## src/rtl/ofm_wr_master.sv

```systemverilog
// AXI4 write master for the output-feature-map stream: splits a byte-count request into
// bursts, forwards stream beats onto W, and reports completion once every burst has a B response.
module ofm_wr_master #(
  parameter int DATA_WIDTH      = 512,
  parameter int DATA_WIDTH_BYTE = DATA_WIDTH / 8,
  parameter int ADDR_WIDTH      = 64,
  parameter int BURST_LENGTH    = 64,
  parameter int MAX_OUTSTANDING = 4
) (
  input  logic                       clk,
  input  logic                       rst,
  input  logic                       wmst_req,
  input  logic [ADDR_WIDTH-1:0]      wmst_addr,
  input  logic [63:0]                wmst_xfer_size,
  output logic                       wmst_done,
  output logic                       busy,
  output logic                       err,
  input  logic [DATA_WIDTH-1:0]      tdata,
  input  logic                       valid,
  output logic                       ready,
  output logic                       m_axi_awvalid,
  input  logic                       m_axi_awready,
  output logic [ADDR_WIDTH-1:0]      m_axi_awaddr,
  output logic [7:0]                 m_axi_awlen,
  output logic                       m_axi_wvalid,
  input  logic                       m_axi_wready,
  output logic [DATA_WIDTH-1:0]      m_axi_wdata,
  output logic [DATA_WIDTH_BYTE-1:0] m_axi_wstrb,
  output logic                       m_axi_wlast,
  input  logic                       m_axi_bvalid,
  output logic                       m_axi_bready,
  input  logic [1:0]                 m_axi_bresp
);

  // state  | meaning
  // S_IDLE | waiting for wmst_req
  // S_RUN  | issuing AW bursts, forwarding W beats, collecting B responses
  // S_DONE | one-cycle wmst_done pulse

  localparam int BEAT_W     = 58;
  localparam int BYTE_SHIFT = $clog2(DATA_WIDTH_BYTE);
  localparam int PTR_W      = (MAX_OUTSTANDING > 1) ? $clog2(MAX_OUTSTANDING) : 1;
  localparam int FIFO_DEPTH = 1 << PTR_W;
  localparam int OUT_W      = $clog2(MAX_OUTSTANDING + 1);

  localparam logic [BEAT_W-1:0] BURST_BEATS = BEAT_W'(BURST_LENGTH);
  localparam logic [8:0]        BURST_LEN9  = 9'(BURST_LENGTH);
  localparam logic [OUT_W-1:0]  OUT_MAX     = OUT_W'(MAX_OUTSTANDING);

  typedef enum logic [1:0] {S_IDLE, S_RUN, S_DONE} state_t;

  state_t state, state_nxt;

  logic [ADDR_WIDTH-1:0] cur_addr;
  logic [BEAT_W-1:0]     aw_remain;
  logic [BEAT_W-1:0]     burst_cnt;
  logic [BEAT_W-1:0]     resp_cnt;
  logic [OUT_W-1:0]      outstanding;
  logic                  err_q;

  logic [8:0]            fifo_mem [FIFO_DEPTH];
  logic [PTR_W-1:0]      wr_ptr;
  logic [PTR_W-1:0]      rd_ptr;
  logic [PTR_W:0]        fifo_cnt;
  logic [8:0]            beat_cnt;

  logic [BEAT_W-1:0]     total_beats;
  logic [8:0]            burst_beats;
  logic [8:0]            head_len;
  logic                  aw_active;
  logic                  aw_hs;
  logic                  w_active;
  logic                  w_last;
  logic                  w_hs;
  logic                  b_hs;
  logic                  req_accept;

  // Round the byte count up to whole beats.
  assign total_beats = BEAT_W'(wmst_xfer_size >> BYTE_SHIFT)
                     + BEAT_W'(|wmst_xfer_size[BYTE_SHIFT-1:0]);

  assign burst_beats = (aw_remain < BURST_BEATS) ? aw_remain[8:0] : BURST_LEN9;
  assign head_len    = fifo_mem[rd_ptr];

  assign aw_active  = (state == S_RUN) && (aw_remain != '0) && (outstanding < OUT_MAX);
  assign aw_hs      = aw_active && m_axi_awready;
  assign w_active   = (fifo_cnt != '0);
  assign w_last     = w_active && (beat_cnt == (head_len - 9'd1));
  assign w_hs       = w_active && valid && m_axi_wready;
  assign b_hs       = (state == S_RUN) && m_axi_bvalid;
  assign req_accept = (state == S_IDLE) && wmst_req;

  always_ff @(posedge clk) begin
    if (rst) begin
      state <= S_IDLE;
    end else begin
      state <= state_nxt;
    end
  end

  always_comb begin
    state_nxt     = state;
    busy          = 1'b0;
    wmst_done     = 1'b0;
    m_axi_bready  = 1'b0;
    m_axi_awvalid = aw_active;
    m_axi_awaddr  = cur_addr;
    m_axi_awlen   = 8'd0;
    m_axi_wvalid  = valid && w_active;
    m_axi_wdata   = tdata;
    m_axi_wstrb   = '1;
    m_axi_wlast   = w_last;
    ready         = m_axi_wready && w_active;
    err           = err_q;
    if (aw_active) begin
      m_axi_awlen = 8'(burst_beats - 9'd1);
    end
    case (state)
      S_IDLE: begin
        if (wmst_req) begin
          state_nxt = (total_beats == '0) ? S_DONE : S_RUN;
        end
      end
      S_RUN: begin
        busy         = 1'b1;
        m_axi_bready = 1'b1;
        // Leave on the last response, using the count as it will be after this handshake.
        if (b_hs && (aw_remain == '0) && ((resp_cnt + BEAT_W'(1)) == burst_cnt)) begin
          state_nxt = S_DONE;
        end
      end
      S_DONE: begin
        busy      = 1'b1;
        wmst_done = 1'b1;
        state_nxt = S_IDLE;
      end
      default: state_nxt = S_IDLE;
    endcase
  end

  always_ff @(posedge clk) begin
    if (rst) begin
      cur_addr    <= '0;
      aw_remain   <= '0;
      burst_cnt   <= '0;
      resp_cnt    <= '0;
      outstanding <= '0;
      err_q       <= 1'b0;
      wr_ptr      <= '0;
      rd_ptr      <= '0;
      fifo_cnt    <= '0;
      beat_cnt    <= '0;
    end else begin
      if (req_accept) begin
        cur_addr    <= wmst_addr;
        aw_remain   <= total_beats;
        burst_cnt   <= '0;
        resp_cnt    <= '0;
        outstanding <= '0;
        err_q       <= 1'b0;
      end

      if (aw_hs) begin
        cur_addr  <= cur_addr + (ADDR_WIDTH'(burst_beats) << BYTE_SHIFT);
        aw_remain <= aw_remain - BEAT_W'(burst_beats);
        burst_cnt <= burst_cnt + BEAT_W'(1);
        wr_ptr    <= wr_ptr + PTR_W'(1);
      end

      if (aw_hs && !b_hs) begin
        outstanding <= outstanding + OUT_W'(1);
      end else if (!aw_hs && b_hs) begin
        outstanding <= outstanding - OUT_W'(1);
      end

      if (b_hs) begin
        resp_cnt <= resp_cnt + BEAT_W'(1);
        if (m_axi_bresp != 2'b00) begin
          err_q <= 1'b1;
        end
      end

      if (w_hs) begin
        if (w_last) begin
          beat_cnt <= '0;
          rd_ptr   <= rd_ptr + PTR_W'(1);
        end else begin
          beat_cnt <= beat_cnt + 9'd1;
        end
      end

      if (aw_hs && !(w_hs && w_last)) begin
        fifo_cnt <= fifo_cnt + (PTR_W+1)'(1);
      end else if (!aw_hs && w_hs && w_last) begin
        fifo_cnt <= fifo_cnt - (PTR_W+1)'(1);
      end
    end
  end

  // Burst lengths wait here between their AW handshake and their last W beat.
  always_ff @(posedge clk) begin
    if (aw_hs) begin
      fifo_mem[wr_ptr] <= burst_beats;
    end
  end

endmodule

```

## config.mk

```make
export PLATFORM = sky130hd
export DESIGN_NAME = ofm_wr_master
export DESIGN_NICKNAME = d
export VERILOG_FILES = /design/src/rtl/ofm_wr_master.sv
export SDC_FILE = /design/constraint.sdc
export NUM_CORES = 1
export LEC_CHECK = 0
export CAP_MARGIN = 25
export CORE_AREA = 2 2 502 504
export DETAILED_ROUTE_END_ITERATION = 10
export DIE_AREA = 0 0 504 506
export GPL_TIMING_DRIVEN = 1
export SLEW_MARGIN = 20
export SYNTH_ARGS = -nofsm -noshare
export SYNTH_HDL_FRONTEND = slang
export SYNTH_SLANG_ARGS = --single-unit
```

## constraint.sdc

```tcl
create_clock -name clk -period 13.1 [get_ports clk]
set_input_delay 1.965 -clock clk [delete_from_list [all_inputs] [get_ports clk]]
set_output_delay 1.965 -clock clk [all_outputs]
set_load 0.01 [all_outputs]
```

### Word level (Yosys, flattened, before mapping)

Memory sizes are Yosys's and may differ from the RTL's. A register that Yosys moved wholly into a read port is not among the register bits.
Index checks and enable logic that the tools add are counted.

* register bits: 260
* bits in latches: 0
* RAM bits: 36
* ROM bits: 0
* output and inout port bits: 656
* logic and storage cells: 97
* memories: 1

* add/subtract/negate cells: 14
* multiply operators: 0
* divide/modulo/power cells: 0
* order comparisons: 2
* equal/unequal tests: 6
* shifts and indexed selects: 0
* mux-type cells: 29
* bitwise operators: 0
* reduce and logical (&&, ||, !) cells: 34

Memory list
* fifo_mem: words 4, bits a word 9, read ports 1, clocked after Yosys merged registers in 1, wr ports 1, RTL line 61 `logic [8:0] fifo_mem [FIFO_DEPTH];`

Operators with widths (count)
* 58-bit two-way mux: 5
* 64-bit two-way mux: 2
* 58-bit by 1-bit adder with 58-bit output, second input constant: 2
* 58-bit logical NOT: 2
* 64-bit by 15-bit adder with 64-bit output: 1
* 58-bit by 1-bit adder with 58-bit output: 1
* 58-bit equality test: 1
* 58-bit by 7-bit < comparator with 1-bit output, second input constant: 1
* 58-bit nonzero test: 1
* 58-bit by 9-bit subtractor with 58-bit output: 1
* 9-bit two-way mux: 2
* 1-bit logical AND: 17
* 3-bit two-way mux: 5
* 2-bit two-way mux: 5
* 9-bit by 1-bit adder with 9-bit output, second input constant: 1
* 9-bit equality test: 1
* 9-bit by 1-bit subtractor with 9-bit output, second input constant: 1
* 1-bit two-way mux: 8
* 8-bit two-way mux: 1
* 2-bit nonzero test: 4
* 8-bit by 1-bit subtractor with 8-bit output, second input constant: 1
* 3-bit by 1-bit adder with 3-bit output, second input constant: 2
* 3-bit nonzero test: 2
* 6-bit OR reduction: 1
* other kinds (12): 17

### Logic depth before layout (Yosys ltp)

Gate-level depths: netlist of the first run.

* depth after elaboration: 9
* gate-level depth with buffers: 21

### Worst setup path before layout of the first run

No wires, ideal clock.

* kind: in2reg
* start point: input port wmst_xfer_size[2]
* end point: register state[0]
* setup time: 139 ps
* data arrival time: 4697 ps
* data required time: 12961 ps
* path slack: 8264 ps
* stages on the path: 14
* cells stage by stage: nor4_1 nand2_1 ha_1 ha_1 nand4_1 nor4_1 clkbuf_1 nand2_1 nor4_1 nand3_1 o31a_1 nor4_1 and4_1 o41ai_2

* word-level cells in the longest chain between the ends: 6

Ends and longest elaborated chain
* start: declaration: RTL line 14 `input logic [63:0] wmst_xfer_size,`
* 6-bit OR reduction: RTL line 80 `+ BEAT_W'(|wmst_xfer_size[BYTE_SHIFT-1:0]);`
* 58-bit by 1-bit adder with 58-bit output: RTL line 80
* 58-bit logical NOT: RTL line 121 `state_nxt = (total_beats == '0) ? S_DONE : S_RUN;`
* 2-bit two-way mux: RTL line 121
* 2-bit two-way mux: RTL line 120 `if (wmst_req) begin`
* 2-bit case mux with 2 select lines: RTL line 118 `case (state)`
* end signal: assignment: RTL line 97 `state <= state_nxt;`
* end: declaration: RTL line 52 `state_t state, state_nxt;`

Every way passes these cells. The select of a mux whose other input is x is not followed.
A chain may end at the register's enable or synchronous reset.

### Worst setup path after layout of the first run

* start point: register aw_remain[39]
* end point: output port m_axi_awlen[6]

* word-level cells in the longest chain between the ends: 4

Ends and longest elaborated chain
* start: declaration: RTL line 55 `logic [BEAT_W-1:0] aw_remain;`
* start signal: assignment: RTL line 156 `aw_remain <= total_beats;`
* start signal: assignment: RTL line 165 `aw_remain <= aw_remain - BEAT_W'(burst_beats);`
* 58-bit by 7-bit < comparator with 1-bit output or 58-bit nonzero test (tied branches): RTL line 82, 85
* 9-bit two-way mux or 1-bit logical AND (tied branches): RTL line 82, 85
* 8-bit by 1-bit subtractor with 8-bit output or 1-bit logical AND (tied branches): RTL line 116, 85
* 8-bit two-way mux (*): RTL line 115 `if (aw_active) begin`
* end: declaration: RTL line 24 `output logic [7:0] m_axi_awlen,`

Mark *: on every way between the ends. The rest lies on a longest branch, timed or not.

==> results of run 1 <==
[cell usage after synthesis (9+ instances only)]
| library cell | number |
|---|---|
| buf_2 | 19 |
| inv_1 | 55 |
| mux4_2 | 9 |
| nand4_1 | 81 |
| edfxtp_1 | 36 |
| o31a_1 | 11 |
| o311ai_0 | 12 |
| and2_1 | 22 |
| a31oi_1 | 47 |
| o21bai_1 | 13 |
| nor4_1 | 84 |
| xor2_1 | 62 |
| clkbuf_1 | 126 |
| buf_4 | 577 |
| ha_1 | 26 |
| a22oi_1 | 10 |
| nor2_1 | 278 |
| nor3_1 | 91 |
| nand2_1 | 261 |
| and3_1 | 59 |
| o21ai_0 | 82 |
| or4_1 | 30 |
| or2_2 | 10 |
| xnor2_1 | 130 |
| mux2_2 | 12 |
| a311oi_1 | 34 |
| nand3_1 | 117 |
| o211ai_1 | 31 |
| and4_1 | 26 |
| mux2i_1 | 15 |
| or3_1 | 50 |
| nand2b_1 | 17 |
| a21oi_1 | 169 |
| dfxtp_1 | 262 |
| a211oi_1 | 43 |
| a2111oi_0 | 18 |
[per-layer routing]
metal / GRT usage [%] / vias up / part of all wire [%]
met5: 0.241 / - / 0.087
met4: 1.55 / 12 / 1.1
met3: 14.8 / 123 / 25
met2: 24.9 / 1748 / 52
met1: 8.96 / 10054 / 22
li1: - / 9565 / -
[where the power goes]
part | leakage [nW] | switching, mW | internal [mW]
clock | 0.525 | 0.441 | 0.550
combinational | 4.82 | 0.446 | 0.244
sequential | 2.48 | 0.0758 | 0.983
total | 7.82 | 0.962 | 1.78
[final timing paths]
path / to / cells after the start / slack [ps]
setup / recovery: m_axi_awlen[6] / 10 / 6040
hold / removal: m_axi_awaddr[0]$_SDFFE_PP0P_ / 2 / 460
setup reg to reg: m_axi_awaddr[38]$_SDFFE_PP0P_ / 17 / 6490
hold reg to reg: m_axi_awaddr[0]$_SDFFE_PP0P_ / 2 / 460
[final cells by class]
class / instances / area (µm²) / share of cell area (%)
diodes: 1 / 2.50 / 0.00937
well taps: 3348 / 4190 / 15.7
multi-input cells: 2059 / 12500 / 47.0
clock buffers: 42 / 873 / 3.27
repair buffers: 241 / 2350 / 8.80
flip-flops and latches: 298 / 6330 / 23.7
inverters: 55 / 206 / 0.773
clock inverters: 16 / 209 / 0.783
[worst min-delay path, cell delays in order (launching register included)]
cell and delay [ps]:
dfxtp_1 310, nand2_1 50, a21oi_1 50
[per-stage QoR]
stage / area (µm²) / hold slack [ps] / worst slack (ps)
final: 26700 / 459 / 6040
after global routing: 26700 / 488 / 5680
after global placement: 25600 / 443 / 6640
after floorplan: 24000 / 442 / 8260
after CTS: 26700 / 457 / 5970
after detailed placement: 25600 / 448 / 6420
[cell families after synthesis]
| family | synth area share, % |
|---|---|
| AO/OA/AOI/OAI | 15.3 |
| XOR/XNOR | 7.10 |
| adder cells (fa/ha/maj) | 1.54 |
| buffers and inverters | 21.8 |
| flip-flops | 26.7 |
| multiplexers | 2.06 |
| other | 0.0317 |
| AND/OR/NAND/NOR | 25.4 |
[state kept, by name (all words and copies together) (netlist names), named ones only]
signal	count
m_axi_awaddr	64
aw_remain	58
burst_cnt	58
resp_cnt	58
fifo_mem	36
beat_cnt	9
fifo_cnt	3
outstanding	3
rd_ptr	2
state	2
wr_ptr	2
err	1
==> summary.md, run 1 <==
| Metric | Value |
|---|---|
| Reg2reg start | aw_remain[39]$_SDFFE_PP0P_ |
| Peak VDD IR | 89.1 µV |
| Ys async rst share | 0% |
| Final Util | 10.7% |
| Slew @ Worst Pin | 1070 ps |
| First-pass GRT wire length | 226000 µm |
| Synth Flop Type | dfxtp_1 |
| LEAKAGE | 7.82 nW |
| Number of fill cells | 29096 |
| CTS tree | done |
| Setup Total Neg Slack | 0 ps |
| Placed cell count | 6000 |
| Fraction of layout cells with a size suffix above 1 | 5.20% |
| Post-synth EDFFs | 36 |
| Slowest stage cell, crit path | and2_0 |
| Warnings, synthesis | 0 |
| Total CTS buffers | 31 |
| Core area | 0.250 mm² |
| CP max FO | 16 |
| Sink Count | 298 |
| Setup crit start kind | flip-flop |
| Slew HR | 28.9% |
| Cell Area, Synth | 0.0237 mm² |
| Crit path cell chain | nor4_1 > nand4_1 > nor4_4 > and2_0 > nand2_1 > ha_1 > nor2_1 > a31oi_1 > nor2_1 > clkdlybuf4s50_1 |
| Final hold violations | 0 |
| Site row count | 184 |
| Initial antenna violation count | 10 |
| Hold Path Class | flip-flop to flip-flop |
| Root buf cell | clkbuf_16 |
| Clock skew | 22.7 ps |
| Critical setup path kind | flip-flop to output port |
| Routed length per placed instance | 29.9 µm |
| Starting DRT DRC Count | 1948 |
| CP peak stage delay | 780 ps |
| Slew Limit Fails | 0 |
| Post-CTS Hold Fix Bufs | 0 |
| GRT Total Usage | 13.5% |
| Resize count post-CTS | 0 |
| DR vias | 21502 |
| Most frequent CP cell | nor2_1 |
| Critical path origin | aw_remain[39]$_SDFFE_PP0P_ |
| Gpl congestion | 1.00 |
| Nets | 3363 |
| Hold_sp | m_axi_awaddr[0]$_SDFFE_PP0P_ |
| Commonest non-fill, non-tap cell in the layout | nor2_1 |
| Vias in the first global route | 19952 |
| Count of final setup violators | 0 |
| Req. time, crit path | 11140 ps |
| Post-synth top area share | 22.1% |
| Initial Util | 9.48% |
| Hpwl dp | 161000 µm |
| Post-CTS setup buffers | 0 |
| Achievable frequency | 142 MHz |
| Mapped Cells | 3073 |
| Die H | 506 µm |
| Htree depth | 1 |
| Overflow after GRT | 0 |
| RSZ-0062 raised after global routing | no |
| Worst-Skew Late Latency | 660 ps |
| Remaining DRCs | 0 |
| Register area share after synthesis | 26.7% |
| Family with the most delay on the worst path | simple AND/OR/NAND/NOR gates |
| Crit end category | output port |
| First-pass detailed-route iteration total | 6 |
| Vias per cell | 3.55 |
| Die Wd | 504 µm |
| Layout Cells excl Fill | 6060 |
| Syn avg cell area | 7.71 µm² |
| Status | finished, final reports clean |
| Post-Route WL | 181000 µm |
| I/O Pins | 1305 |
| Post-synthesis register bit count | 298 |
| Crit path buffers/inverters | 1 |
| PnR Total Power | 2.74 mW |
| Clock Pin Slew Worst Setup and Hold Paths | 70 ps |
| Synth top area cells | dfxtp_1 (22%), buf_4 (18%), xnor2_1 (4.8%), edfxtp_1 (4.6%), nor2_1 (4.4%) |
| Post-DRT Antenna Nets | 0 |
| Period Utilization, post-route | 53.9% |
| Most frequent cells in the layout | nor2_1 (275), dfxtp_1 (262), nand2_1 (259), clkdlybuf4s50_1 (214), a21oi_1 (169) |
| Final Critical Period | 7060 ps |
| Area leader, netlist | dfxtp_1 |
| Layout Area Growth over Synthesis | 12.7% |
| CP Data Arrival Time | 5100 ps |
| # Max-Cap Violations | 0 |
| Clock Tree Buf Depth | 3 |
| Library cells used by synthesis | 86 |
| Largest net degree at the start of global routing | 91 |
| Die ar. | 0.255 mm² |
| Port Buffers | 215 |
| Power per cell area | 103 mW/mm² |
Note: power is estimated with default switching activity, not from simulation.
==> run 2: changes to the inputs <==
==> constraint.sdc (replaced) <==
create_clock -name clk -period 6.25 [get_ports clk]
set_input_delay 0.9375 -clock clk [delete_from_list [all_inputs] [get_ports clk]]
set_output_delay 0.9375 -clock clk [all_outputs]
set_load 0.01 [all_outputs]
==> run 2 against run 1 <==
Compared with the run above: via count grew 0.11%; sequential power grew 110%; sequential cell count is the same; final cell count grew 0.12%; worst setup slack lost 5400 ps.
==> summary.md, run 2 (synthesized netlist as in run 1, its figures left out) <==
| Metric | Value |
|---|---|
| Post-Route WL | 181000 µm (-0.18%) |
| Starting DRT DRC Count | 1698 (-13%) |
| Slowest stage cell, crit path | clkdlybuf4s50_1 |
| Setup Total Neg Slack | 0 ps (unchanged) |
| Reg2reg start | aw_remain[25]$_SDFFE_PP0P_ |
| Post-CTS Hold Fix Bufs | 0 (unchanged) |
| Worst-Skew Late Latency | 590 ps (-70 ps) |
| Vias per cell | 3.55 (about the same) |
| Remaining DRCs | 0 (unchanged) |
| Worst Hold End | err$_SDFF_PP0_ |
| Number of fill cells | 29133 (+0.13%) |
| Clock skew | 45.0 ps (+22.4 ps) |
| Peak VDD IR | 149 µV (+67%) |
| LEAKAGE | 7.87 nW (+0.65%) |
| Crit path buffers/inverters | 1 (unchanged) |
| Slew @ Worst Pin | 1020 ps (-47.5 ps) |
| Die Wd | 504 µm (unchanged) |
| Hpwl dp | 161000 µm (-0.35%) |
| RSZ-0062 raised after global routing | no |
| Initial antenna violation count | 10 (unchanged) |
| Most frequent cells in the layout | nor2_1 (276), dfxtp_1 (262), nand2_1 (258), clkdlybuf4s50_1 (214), a21oi_1 (169) |
| Sink Count | 298 (unchanged) |
| Final hold violations | 0 (unchanged) |
| CP Data Arrival Time | 4630 ps (-470 ps) |
| Die H | 506 µm (unchanged) |
| Gpl congestion | 1.00 (+0.24%) |
| # Max-Cap Violations | 0 (unchanged) |
| Overflow after GRT | 0 (unchanged) |
| PnR Total Power | 5.83 mW (+110%) |
| Max reg flops | 64 (unchanged) |
| Count of final setup violators | 0 (unchanged) |
| Status | finished, final reports clean |
| Commonest non-fill, non-tap cell in the layout | nor2_1 |
| Hold Path Class | flip-flop to flip-flop |
| Post-CTS setup buffers | 0 (unchanged) |
| Reg2reg end | m_axi_awaddr[30]$_SDFFE_PP0P_ |
| Critical setup path kind | flip-flop to output port |
| Placement Cell Area | 0.0257 mm² (+0.26%) |
| Hold Path Depth | 2 (unchanged) |
| CP peak stage delay | 670 ps (-110 ps) |
| Crit path cell chain | nor4_1 > nand3_1 > nor4_4 > and2_0 > nand2_1 > ha_1 > xor2_1 > nor2_1 > clkdlybuf4s50_1 |
| Post-DRT Antenna Nets | 0 (unchanged) |
| First-pass detailed-route iteration total | 6 (unchanged) |
| Slew HR | 32.1% (+3.2 points) |
| Hold_sp | err$_SDFF_PP0_ |
| DR vias | 21525 (+0.11%) |
| Htree depth | 2 (+1) |
| Nets | 3371 (+0.24%) |
| Clock Pin Slew Worst Setup and Hold Paths | 70 ps (about the same) |
| Power per cell area | 217 mW/mm² (+110%) |
| Final Hold Slack | 457 ps (-1.79 ps) |
| Root buf cell | clkbuf_16 |
| Family with the most delay on the worst path | simple AND/OR/NAND/NOR gates |
| Achievable frequency | 180 MHz |
| I/O Pins | 1305 (unchanged) |
| Resize count post-CTS | 0 (unchanged) |
| Core area | 0.250 mm² (unchanged) |
| Routed length per placed instance | 29.8 µm (-0.29%) |
| Req. time, crit path | 5310 ps (-5830 ps) |
| Final Critical Period | 5560 ps |
| Vias in the first global route | 19529 (-2.1%) |
| Fraction of layout cells with a size suffix above 1 | 5.34% (+0.14 points) |
| Largest net degree at the start of global routing | 97 (+6.6%) |
| Clock Tree Buf Depth | 3 (unchanged) |
| Site row count | 184 (unchanged) |
| GRT Total Usage | 13.4% (-0.021 points) |
| Post-route cell area | 0.0268 mm² (+0.42%) |
| CP max FO | 9 (-7) |
| Layout Area Growth over Synthesis | 13.1% |
| Worst r2r path cells | 18 (+1) |
| Die ar. | 0.255 mm² (unchanged) |
| Port Buffers | 215 (unchanged) |
| Setup crit start kind | flip-flop |
| R2R Setup Slk | 810 ps (-5680 ps) |
| First-pass GRT wire length | 225000 µm (-0.48%) |
| Slew Limit Fails | 0 (unchanged) |
| Crit end category | output port |
| Final Util | 10.7% (+0.045 points) |
| Period Utilization, post-route | 89.0% |
| Initial Util | 9.48% (unchanged) |
| CTS tree | done |
| Total CTS buffers | 34 (+9.7%) |
run 2: cell count changes in the layout (fill, tap and decap cells not counted), moves of 2 or more:
cell / before / now
clkbuf_16: 32 / 34
buf_12: 0 / 2
clkinvlp_4: 4 / 2
buf_4: 25 / 28
clkinv_2: 6 / 4
inv_6: 1 / 4
clkbuf_8: 4 / 1
run 2: worst max path at each step:
stage	depth (start not counted)	startpoint	to
after floorplan	20	aw_remain[12]$_SDFFE_PP0P_	m_axi_awaddr[27]$_SDFFE_PP0P_
after global placement	17	aw_remain[39]$_SDFFE_PP0P_	m_axi_awaddr[41]$_SDFFE_PP0P_
after detailed placement	18	aw_remain[25]$_SDFFE_PP0P_	m_axi_awaddr[30]$_SDFFE_PP0P_
after CTS	9	aw_remain[25]$_SDFFE_PP0P_	m_axi_awlen[2]
after global routing	18	aw_remain[39]$_SDFFE_PP0P_	m_axi_awaddr[30]$_SDFFE_PP0P_
final	9	aw_remain[25]$_SDFFE_PP0P_	m_axi_awlen[2]
run 2: cell type report:
type / instances / area, µm² / area share (%)
Clock buffer: 39 / 870 / 3.24
Timing Repair Buffer: 246 / 2410 / 8.99
Antenna cell: 2 / 5.00 / 0.0187
Inverter: 55 / 206 / 0.770
Clock inverter: 20 / 265 / 0.989
Sequential cell: 298 / 6330 / 23.6
Tap cell: 3348 / 4190 / 15.6
Multi-Input combinational cell: 2059 / 12500 / 46.8
run 2: tightest hold or removal path, cell delays in order (launching register included):
cell	delay [ps]
dfxtp_1	310
nand2_1	50
a21oi_1	50
run 2: power by group:
| group | leakage (nW) | internal [mW] | switching, mW |
|---|---|---|---|
| clock network | 0.546 | 1.19 | 0.967 |
| logic | 4.85 | 0.520 | 0.932 |
| registers | 2.48 | 2.06 | 0.157 |
run 2: through the flow:
stage / std cells / setup WS (ps)
finish: 6067 / 685
global route: 6066 / 245
CTS: 6065 / 673
detailed placement: 6006 / 880
global placement: 6005 / 961
floorplan: 3147 / 1450
run 2: routing by layer:
metal,share of wire (%),GRT usage [%],vias to the layer above
li1,-,-,9581
met1,22,9.08,10034
met2,51,24.6,1775
met3,25,14.8,127
met4,1.1,1.60,8
met5,0.11,0.444,-
==> run 3: changes to the inputs <==
--- a/config.mk
+++ b/config.mk
@@ -7,6 +7,7 @@
 export LEC_CHECK = 0
 export CAP_MARGIN = 25
 export CORE_AREA = 2 2 502 504
+export CTS_CLUSTER_SIZE = 40
 export DETAILED_ROUTE_END_ITERATION = 10
 export DIE_AREA = 0 0 504 506
 export GPL_TIMING_DRIVEN = 1
==> results of run 3 <==
Final layout, timing and power as in run 2 (identical DEF).
